==> config.mk <==
export PLATFORM = sky130hd
export DESIGN_NAME = decode_cycle
export DESIGN_NICKNAME = d
export VERILOG_FILES = /design/src/rtl/decode_cycle.sv
export SDC_FILE = /design/constraint.sdc
export NUM_CORES = 2
export LEC_CHECK = 0
export ABC_AREA = 0
export ABC_CLOCK_PERIOD_IN_PS = 1900
export BUFFER_PORTS_ARGS = -buffer_cell sky130_fd_sc_hd__buf_2
export CELL_PAD_IN_SITES_DETAIL_PLACEMENT = 0
export CELL_PAD_IN_SITES_GLOBAL_PLACEMENT = 2
export CORE_MARGIN = 2
export CORE_UTILIZATION = 44
export DETAILED_ROUTE_END_ITERATION = 16
export PLACE_DENSITY_LB_ADDON = 0.25
export SLEW_MARGIN = 20
export SYNTH_ARGS = -nofsm -noshare
export SYNTH_HDL_FRONTEND = slang
export SYNTH_SLANG_ARGS = --single-unit
==> constraint.sdc <==
create_clock -name clk -period 1.9 [get_ports clk]
set_clock_uncertainty 0.15 [all_clocks]
set_input_delay 0.095 -clock clk [delete_from_list [all_inputs] [get_ports clk]]
set_output_delay 0.095 -clock clk [all_outputs]
set_load 0.02 [all_outputs]
==> src/rtl/decode_cycle.sv <==
// decode_cycle: RV32I decode stage with register file, control decoder, immediate extender and ID/EX register
//   in : clk, rst (async, active-low), InstrD/PCD/PCPlus4D from fetch,
//        RegWriteW/RDW/ResultW from writeback, FlushE bubble request
//   out: registered controls, operands, immediate, register addresses and PCs for execute
module decode_cycle #(
    parameter int XLEN  = 32,
    parameter int NREGS = 32
) (
    input  logic            clk,
    input  logic            rst,
    input  logic [31:0]     InstrD,
    input  logic [XLEN-1:0] PCD,
    input  logic [XLEN-1:0] PCPlus4D,
    input  logic            RegWriteW,
    input  logic [4:0]      RDW,
    input  logic [XLEN-1:0] ResultW,
    input  logic            FlushE,
    output logic            RegWriteE,
    output logic            MemWriteE,
    output logic            JumpE,
    output logic            BranchE,
    output logic            ALUSrcE,
    output logic [1:0]      ResultSrcE,
    output logic [2:0]      ALUControlE,
    output logic [XLEN-1:0] RD1E,
    output logic [XLEN-1:0] RD2E,
    output logic [XLEN-1:0] ImmExtE,
    output logic [4:0]      Rs1E,
    output logic [4:0]      Rs2E,
    output logic [4:0]      RDE,
    output logic [XLEN-1:0] PCE,
    output logic [XLEN-1:0] PCPlus4E
);
    typedef enum logic [2:0] {IMM_N, IMM_I, IMM_S, IMM_B, IMM_J} imm_t;
    typedef struct packed {
        logic            reg_write, mem_write, jump, branch, alu_src;
        logic [1:0]      result_src;
        logic [2:0]      alu_ctrl;
        logic [XLEN-1:0] rd1, rd2, imm, pc, pc4;
        logic [4:0]      rs1, rs2, rd;
    } idex_t;
    logic [XLEN-1:0] rf [NREGS];
    logic [6:0]      op;
    logic [2:0]      f3;
    logic [4:0]      rs1, rs2;
    logic            wr_hit;
    logic            reg_write, mem_write, jump, branch, alu_src;
    logic [1:0]      result_src, alu_op;
    logic [2:0]      alu_ctrl;
    imm_t            imm_src;
    logic [XLEN-1:0] imm, rd1, rd2;
    idex_t           d, q;
    assign op     = InstrD[6:0];
    assign f3     = InstrD[14:12];
    assign rs1    = InstrD[19:15];
    assign rs2    = InstrD[24:20];
    assign wr_hit = RegWriteW && RDW != '0;
    always_ff @(posedge clk or negedge rst)
        if (!rst)
            for (int i = 0; i < NREGS; i++) rf[i] <= '0;
        else if (wr_hit)
            rf[RDW] <= ResultW;
    // a write landing this cycle is forwarded so decode never sees stale data
    assign rd1 = rs1 == '0 ? '0 : (wr_hit && RDW == rs1) ? ResultW : rf[rs1];
    assign rd2 = rs2 == '0 ? '0 : (wr_hit && RDW == rs2) ? ResultW : rf[rs2];
    always_comb begin
        reg_write  = 1'b0;
        mem_write  = 1'b0;
        jump       = 1'b0;
        branch     = 1'b0;
        alu_src    = 1'b0;
        result_src = 2'b00;
        alu_op     = 2'b00;
        imm_src    = IMM_N;
        case (op)
            7'b0000011: begin reg_write = 1'b1; imm_src = IMM_I; alu_src = 1'b1; result_src = 2'b01; end
            7'b0100011: begin mem_write = 1'b1; imm_src = IMM_S; alu_src = 1'b1; end
            7'b0110011: begin reg_write = 1'b1; alu_op = 2'b10; end
            7'b0010011: begin reg_write = 1'b1; imm_src = IMM_I; alu_src = 1'b1; alu_op = 2'b10; end
            7'b1100011: begin branch = 1'b1; imm_src = IMM_B; alu_op = 2'b01; end
            7'b1101111: begin reg_write = 1'b1; jump = 1'b1; imm_src = IMM_J; result_src = 2'b10; end
            default: ;
        endcase
    end
    // InstrD[30] selects sub only for R-type; for addi it is just an immediate bit
    assign alu_ctrl = alu_op == 2'b01 ? 3'b001 :
                      alu_op != 2'b10 ? 3'b000 :
                      f3 == 3'b000    ? {2'b00, op == 7'b0110011 && InstrD[30]} :
                      f3 == 3'b010    ? 3'b101 :
                      f3 == 3'b110    ? 3'b011 :
                      f3 == 3'b111    ? 3'b010 : 3'b000;
    always_comb begin
        imm = '0;
        case (imm_src)
            IMM_I:   imm = {{(XLEN-12){InstrD[31]}}, InstrD[31:20]};
            IMM_S:   imm = {{(XLEN-12){InstrD[31]}}, InstrD[31:25], InstrD[11:7]};
            IMM_B:   imm = {{(XLEN-13){InstrD[31]}}, InstrD[31], InstrD[7], InstrD[30:25], InstrD[11:8], 1'b0};
            IMM_J:   imm = {{(XLEN-21){InstrD[31]}}, InstrD[31], InstrD[19:12], InstrD[20], InstrD[30:21], 1'b0};
            default: imm = '0;
        endcase
    end
    assign d = '{reg_write: reg_write, mem_write: mem_write, jump: jump, branch: branch,
                 alu_src: alu_src, result_src: result_src, alu_ctrl: alu_ctrl,
                 rd1: rd1, rd2: rd2, imm: imm, pc: PCD, pc4: PCPlus4D,
                 rs1: rs1, rs2: rs2, rd: InstrD[11:7]};
    always_ff @(posedge clk or negedge rst)
        if (!rst)
            q <= '0;
        else
            q <= FlushE ? '0 : d;
    assign RegWriteE   = q.reg_write;
    assign MemWriteE   = q.mem_write;
    assign JumpE       = q.jump;
    assign BranchE     = q.branch;
    assign ALUSrcE     = q.alu_src;
    assign ResultSrcE  = q.result_src;
    assign ALUControlE = q.alu_ctrl;
    assign RD1E        = q.rd1;
    assign RD2E        = q.rd2;
    assign ImmExtE     = q.imm;
    assign Rs1E        = q.rs1;
    assign Rs2E        = q.rs2;
    assign RDE         = q.rd;
    assign PCE         = q.pc;
    assign PCPlus4E    = q.pc4;
endmodule

---- Yosys cells after proc, flatten, opt, wreduce, memory -nomap -nowiden ----
Index checks and enable logic that the tools add are counted.
storage, ports and cells
  word-level logic and storage cells ...... 113
  input port bits ......................... 137
  register bits after elaboration ......... 1209
  output and inout bits ................... 185
cells by class
  $lt $le $gt $ge ......................... 4
  mux-type cells .......................... 29
  bitwise operators ....................... 3
  reduce and logical (&&, ||, !) cells .... 13
  eq/ne operators ......................... 17
operators with widths
  kind                number
  $bwmux 1024         1
  $bmux 32 s5         2
  $mux 32             9
  $mux 185            1
  $demux 32 s5        1
  $pmux 32 s4         1
  $ge 6x6->1 const B  3
  $not 5->6           3
  $eq 7x6->1 const B  2
  $eq 7x7->1 const B  2
  $mux 3              4
  $pmux 3 s4          1
  $eq 5x5->1          2
  $logic_not 5->1     2
  $eq 3x2->1 const B  3
  $eq 3x3->1 const B  3
  $pmux 2 s2          2
  $eq 7x2->1 const B  1
  $eq 7x5->1 const B  1
  $lt 6x1->1 const B  1
  $logic_and 1x1->1   5
  $mux 1              5
  $reduce_bool 5->1   1
  $mux 2              2
  7 further kinds     8

---- Longest topological paths before layout ----
  depth in word-level cells ............... 8
  gate-level depth with buffers ........... 10
  depth with buffers taken out ............ 5

---- Least setup slack after synthesis ----
No wires, ideal clock.
  kind .................................... input-to-reg
  start point ............................. in InstrD[16]
  end point ............................... reg q (netlist bit RD1E[18])
  path slack .............................. -0.099 ns
  stages .................................. 5
  arrival time ............................ 1.723 ns
  cell sequence ........................... buf_2 buf_2 mux4_2 a211o_1 a221o_1
on the way
  cells in the longest elaborated chain, start to end .. 7
  elaborated cells between the ends (all ways) .. 10
  classes of those cells .................. eq/ne: 1; mux: 6; bitwise: 1; reduce/logical: 2
RTL lines
  element                                      RTL line  RTL
  start: declaration                           11        input logic [31:0] InstrD,
  $not 5->6 (not written as such)              64        assign rd1 = rs1 == '0 ? '0 : (wr_hit && RDW == rs1) ? ResultW : rf[rs1];
  $bmux 32 s5                                  64
  $mux 32 (not written as such) (2 in series)  64
  $mux 32                                      64
  $mux 32 (*)                                  64
  $mux 185 (*)                                 110       q <= FlushE ? '0 : d;
  end signal: assignment                       110
  end: declaration                             52        idex_t d, q;
Every way passes the cells marked *; elsewhere a longest branch is shown, timed or not. The select of a mux whose other input is x is not followed.
A chain may end at the register's enable or synchronous reset.

---- Final worst setup path ----
  start point ............................. reg rf[743] (netlist bit)
  end point ............................... reg q (netlist bit RD1E[7])
on the way
  cells in the longest elaborated chain, start to end .. 6
RTL lines
  element                                      RTL line  RTL
  start: declaration                           42        logic [XLEN-1:0] rf [NREGS];
  start signal: indexed assignment             62        rf[RDW] <= ResultW;
  $bmux 32 s5                                  64
  $mux 32 (not written as such) (2 in series)  64
  $mux 32 (2 in series)                        64
  $mux 185                                     110
No other way between the ends. The select of a mux whose other input is x is not followed.

==> flow_metrics.py <==
metrics = {
    "outcome": {
        "status": "complete, but fails checks",
        "violations": "negative hold slack, negative setup slack",
    },
    "power_and_ir_drop": {
        "power_density_mw_per_mm2": 994,
        "p_leak_nw": 35.2,
        "ir_drop_uv": 728,
        "p_total_w": 0.0768,
    },
    "timing": {
        "finalSetupViolCount": 24,
        "post-route-min-period_ns": 2.00,
        "hold_viol_final": 2,
        "worst_slack_ns": -0.103,
        "drv_slew": 0,
        "rsz0062_at_grt": "true",
        "maxSlewHeadroom": 0.314,
        "worstMarginPinSlew_ns": 1.03,
        "finalCritPeriodShare": 1.05,
        "max_freq_mhz": 499,
        "hold_slack_ns": -0.151,
    },
    "synthesis": {
        "syn_area_per_cell_um2": 13.8,
        "synth-edff-count": 0,
        "synthFlopType": "dfrtp_1",
        "yosys-top-cells-area": "dfrtp_1 (50%), mux4_2 (16%), mux2_2 (14%), mux2i_1 (3.9%), o21ai_0 (2.0%)",
        "synth.net_count": 4499,
        "netlist_area_mm2": 0.0600,
        "synth_seq_cells": 1197,
        "ys_seq_area_frac": 0.499,
        "yosys.area.top_type": "dfrtp_1",
        "syn_inst": 4362,
        "synth_async_sr_flop_share": 1.00,
        "yosysTopAreaCellShare": 0.499,
        "yosys_warnings": 0,
        "synth_cell_types": 55,
    },
    "place": {
        "placedInstanceArea_mm2": 0.0693,
        "post-place-cells": 6645,
        "gp_congestion": 0.857,
        "numPortBuffers": 321,
        "dpl.hpwl_um": 145000,
    },
    "floorplanning": {
        "die-area_mm2": 0.139,
        "rows": 135,
        "core_mm2": 0.135,
        "die_h_um": 373,
        "fp.dieW_um": 373,
        "pin_count": 322,
        "initial_core_util": 0.443,
    },
    "final_layout": {
        "fin_area_mm2": 0.0773,
        "finalNonFillerCells": 7185,
        "drive_gt1_frac": 0.475,
        "fin_util": 0.571,
        "nFillCells": 10992,
        "final_common_cell": "dfrtp_1",
        "final_cell_mix": "dfrtp_1 (1197), mux2_2 (771), buf_4 (487)",
        "syn2layout_area_growth_pct": 28.8,
        "fin_nets": 5432,
    },
    "setup_path": {
        "crit_chain": "mux4_2 > nor2b_1 > a211oi_2 > buf_4 > nor3_1 > a221o_1",
        "max_stage_delay_ns": 0.46,
        "startpoint_type": "register",
        "cp.required_ns": 2.40,
        "crit_arrival_ns": 2.50,
        "cp_top_family": "compound AO/OA/AOI/OAI gates",
        "crit_type": "reg2reg",
        "path_buf_inv": 1,
        "cp-end-kind": "register",
        "crit_fanout": 3,
        "cp_slowest_cell": "mux4_2",
    },
    "route": {
        "wl_per_cell_um": 30.4,
        "avgViaCountPerCell": 6.09,
        "drt_wl_total_um": 219000,
        "vias": 43745,
        "ant_nets": 0,
        "drc_errors": 0,
        "drt_first_pass_iters": 8,
        "drtIter0Drc": 3977,
    },
    "grt": {
        "grt_pass1_wl_um": 321000,
        "track_usage": 0.314,
        "overflow": 0,
        "grt_max_degree": 96,
        "grt_pass1_vias": 45441,
        "grt_antenna_before_repair": 19,
    },
    "clock_network": {
        "cts_tree": "yes",
        "cts_sinks": 1197,
        "root_buffer": "clkbuf_16",
        "clk_pin_slew_ns": 0.06,
        "clkLatencyLatePin_ns": 0.78,
        "cts.path.max_buffers": 3,
        "cts_made_buffers": 139,
        "ctsHtreeMaxLevel": 4,
    },
    "job": {
        "max_cap_viol_count": 0,
    },
    "min_path": {
        "hold_class": "in2reg",
    },
}
Yosys cell counts, types with 10 or more instances:
cell	count
buf_2	113
and3_1	10
a22oi_1	81
inv_1	19
nor2b_1	137
a211oi_1	46
mux2_2	771
a211o_1	32
buf_4	44
a22o_1	22
nor3_1	29
nand2_1	303
o21ai_0	238
o22ai_1	33
nand4_1	22
o221ai_1	15
a221oi_1	22
clkbuf_1	290
a31oi_1	24
nand3_1	24
buf_6	21
mux2i_1	234
dfrtp_1	1197
and2_1	11
mux4_2	432
a21oi_1	52
a221o_1	26
nor2_1	47
repair_timing:
| action | in CTS | in global routing |
|---|---|---|
| gates cloned | 0 | 0 |
| hold buffers | 271 | 3 |
| resized for setup | 24 | 86 |
| pin swaps | 21 | 52 |
| setup endpoints to repair | 21 | 182 |
| buffers inserted | 7 | 22 |
| hold endpoints to repair | 2291 | 5 |
cells by family after synthesis:
kind of cell | Yosys count | synth area share
flip-flops | 1197 | 0.499
multiplexers | 1437 | 0.346
AO/OA/AOI/OAI | 613 | 0.0669
AND/OR/NAND/NOR | 609 | 0.0482
XOR/XNOR | 10 | 0.00146
buffers and inverters | 496 | 0.0387
metrics by stage:
step	setup TNS, ns	setup WS (ns)
after floorplan	0	0.000258
after global placement	-127.82	-0.565
after detailed placement	-124.69	-0.585
after CTS	-1.00	-0.0739
after global routing	-0.739	-0.134
final	-0.436	-0.103
final timing paths:
check                           start       end  slack [ns]  depth (start not counted)
setup / recovery              rf[743]   RD1E[7]       -0.10                          6
min in group asynchronous         rst   rf[327]        0.49                          4
hold reg to reg              rf[1002]  rf[1002]        0.25                          0
setup reg to reg              rf[743]   RD1E[7]       -0.10                          6
hold / removal             InstrD[15]  RD1E[30]       -0.15                          3
max in group asynchronous         rst   rf[149]        0.47                          5
worst register-to-register path, stage by stage, from the launching register on:
cell      delay, ns
dfrtp_1        0.39
mux4_2         0.46
nor2b_1        0.16
a211oi_2       0.25
buf_4          0.17
nor3_1         0.04
a221o_1        0.27
per-layer routing:
metal	up-vias	GRT usage	wire, um
li1	18234	-	-
met1	23269	0.437	93100
met2	1807	0.492	102000
met3	427	0.0632	16300
met4	8	0.109	7690
met5	-	0	54
sequential cells by signal, indices dropped and copies added (netlist names):
signal	cells
JumpE	1
RD1E	32
Rs1E	5
RD2E	32
PCPlus4E	32
ALUSrcE	1
MemWriteE	1
RDE	5
rf	1024
ImmExtE	21
BranchE	1
RegWriteE	1
ResultSrcE	1
ALUControlE	3
PCE	32
Rs2E	5
report_power, final:
| group | total (W) | leakage, nW | internal [W] | switching [W] |
|---|---|---|---|---|
| Combinational | 0.0160 | 17.4 | 0.00935 | 0.00661 |
| Clock | 0.0276 | 2.31 | 0.0164 | 0.0112 |
| Sequential | 0.0332 | 15.5 | 0.0298 | 0.00340 |
| Total | 0.0768 | 35.2 | 0.0556 | 0.0212 |
area by class of cell:
| cell class | count | area, um^2 | area share |
|---|---|---|---|
| clock buffers | 198 | 4110 | 0.0531 |
| diodes | 2 | 5.00 | 0.0000647 |
| multi-input cells | 2669 | 28500 | 0.369 |
| clock inverters | 50 | 561 | 0.00725 |
| flip-flops and latches | 1197 | 30000 | 0.387 |
| well taps | 1781 | 2230 | 0.0288 |
| repair buffers | 1269 | 11800 | 0.153 |
| inverters | 19 | 71.3 | 0.000923 |
Note: power is estimated with default switching activity, not from simulation.
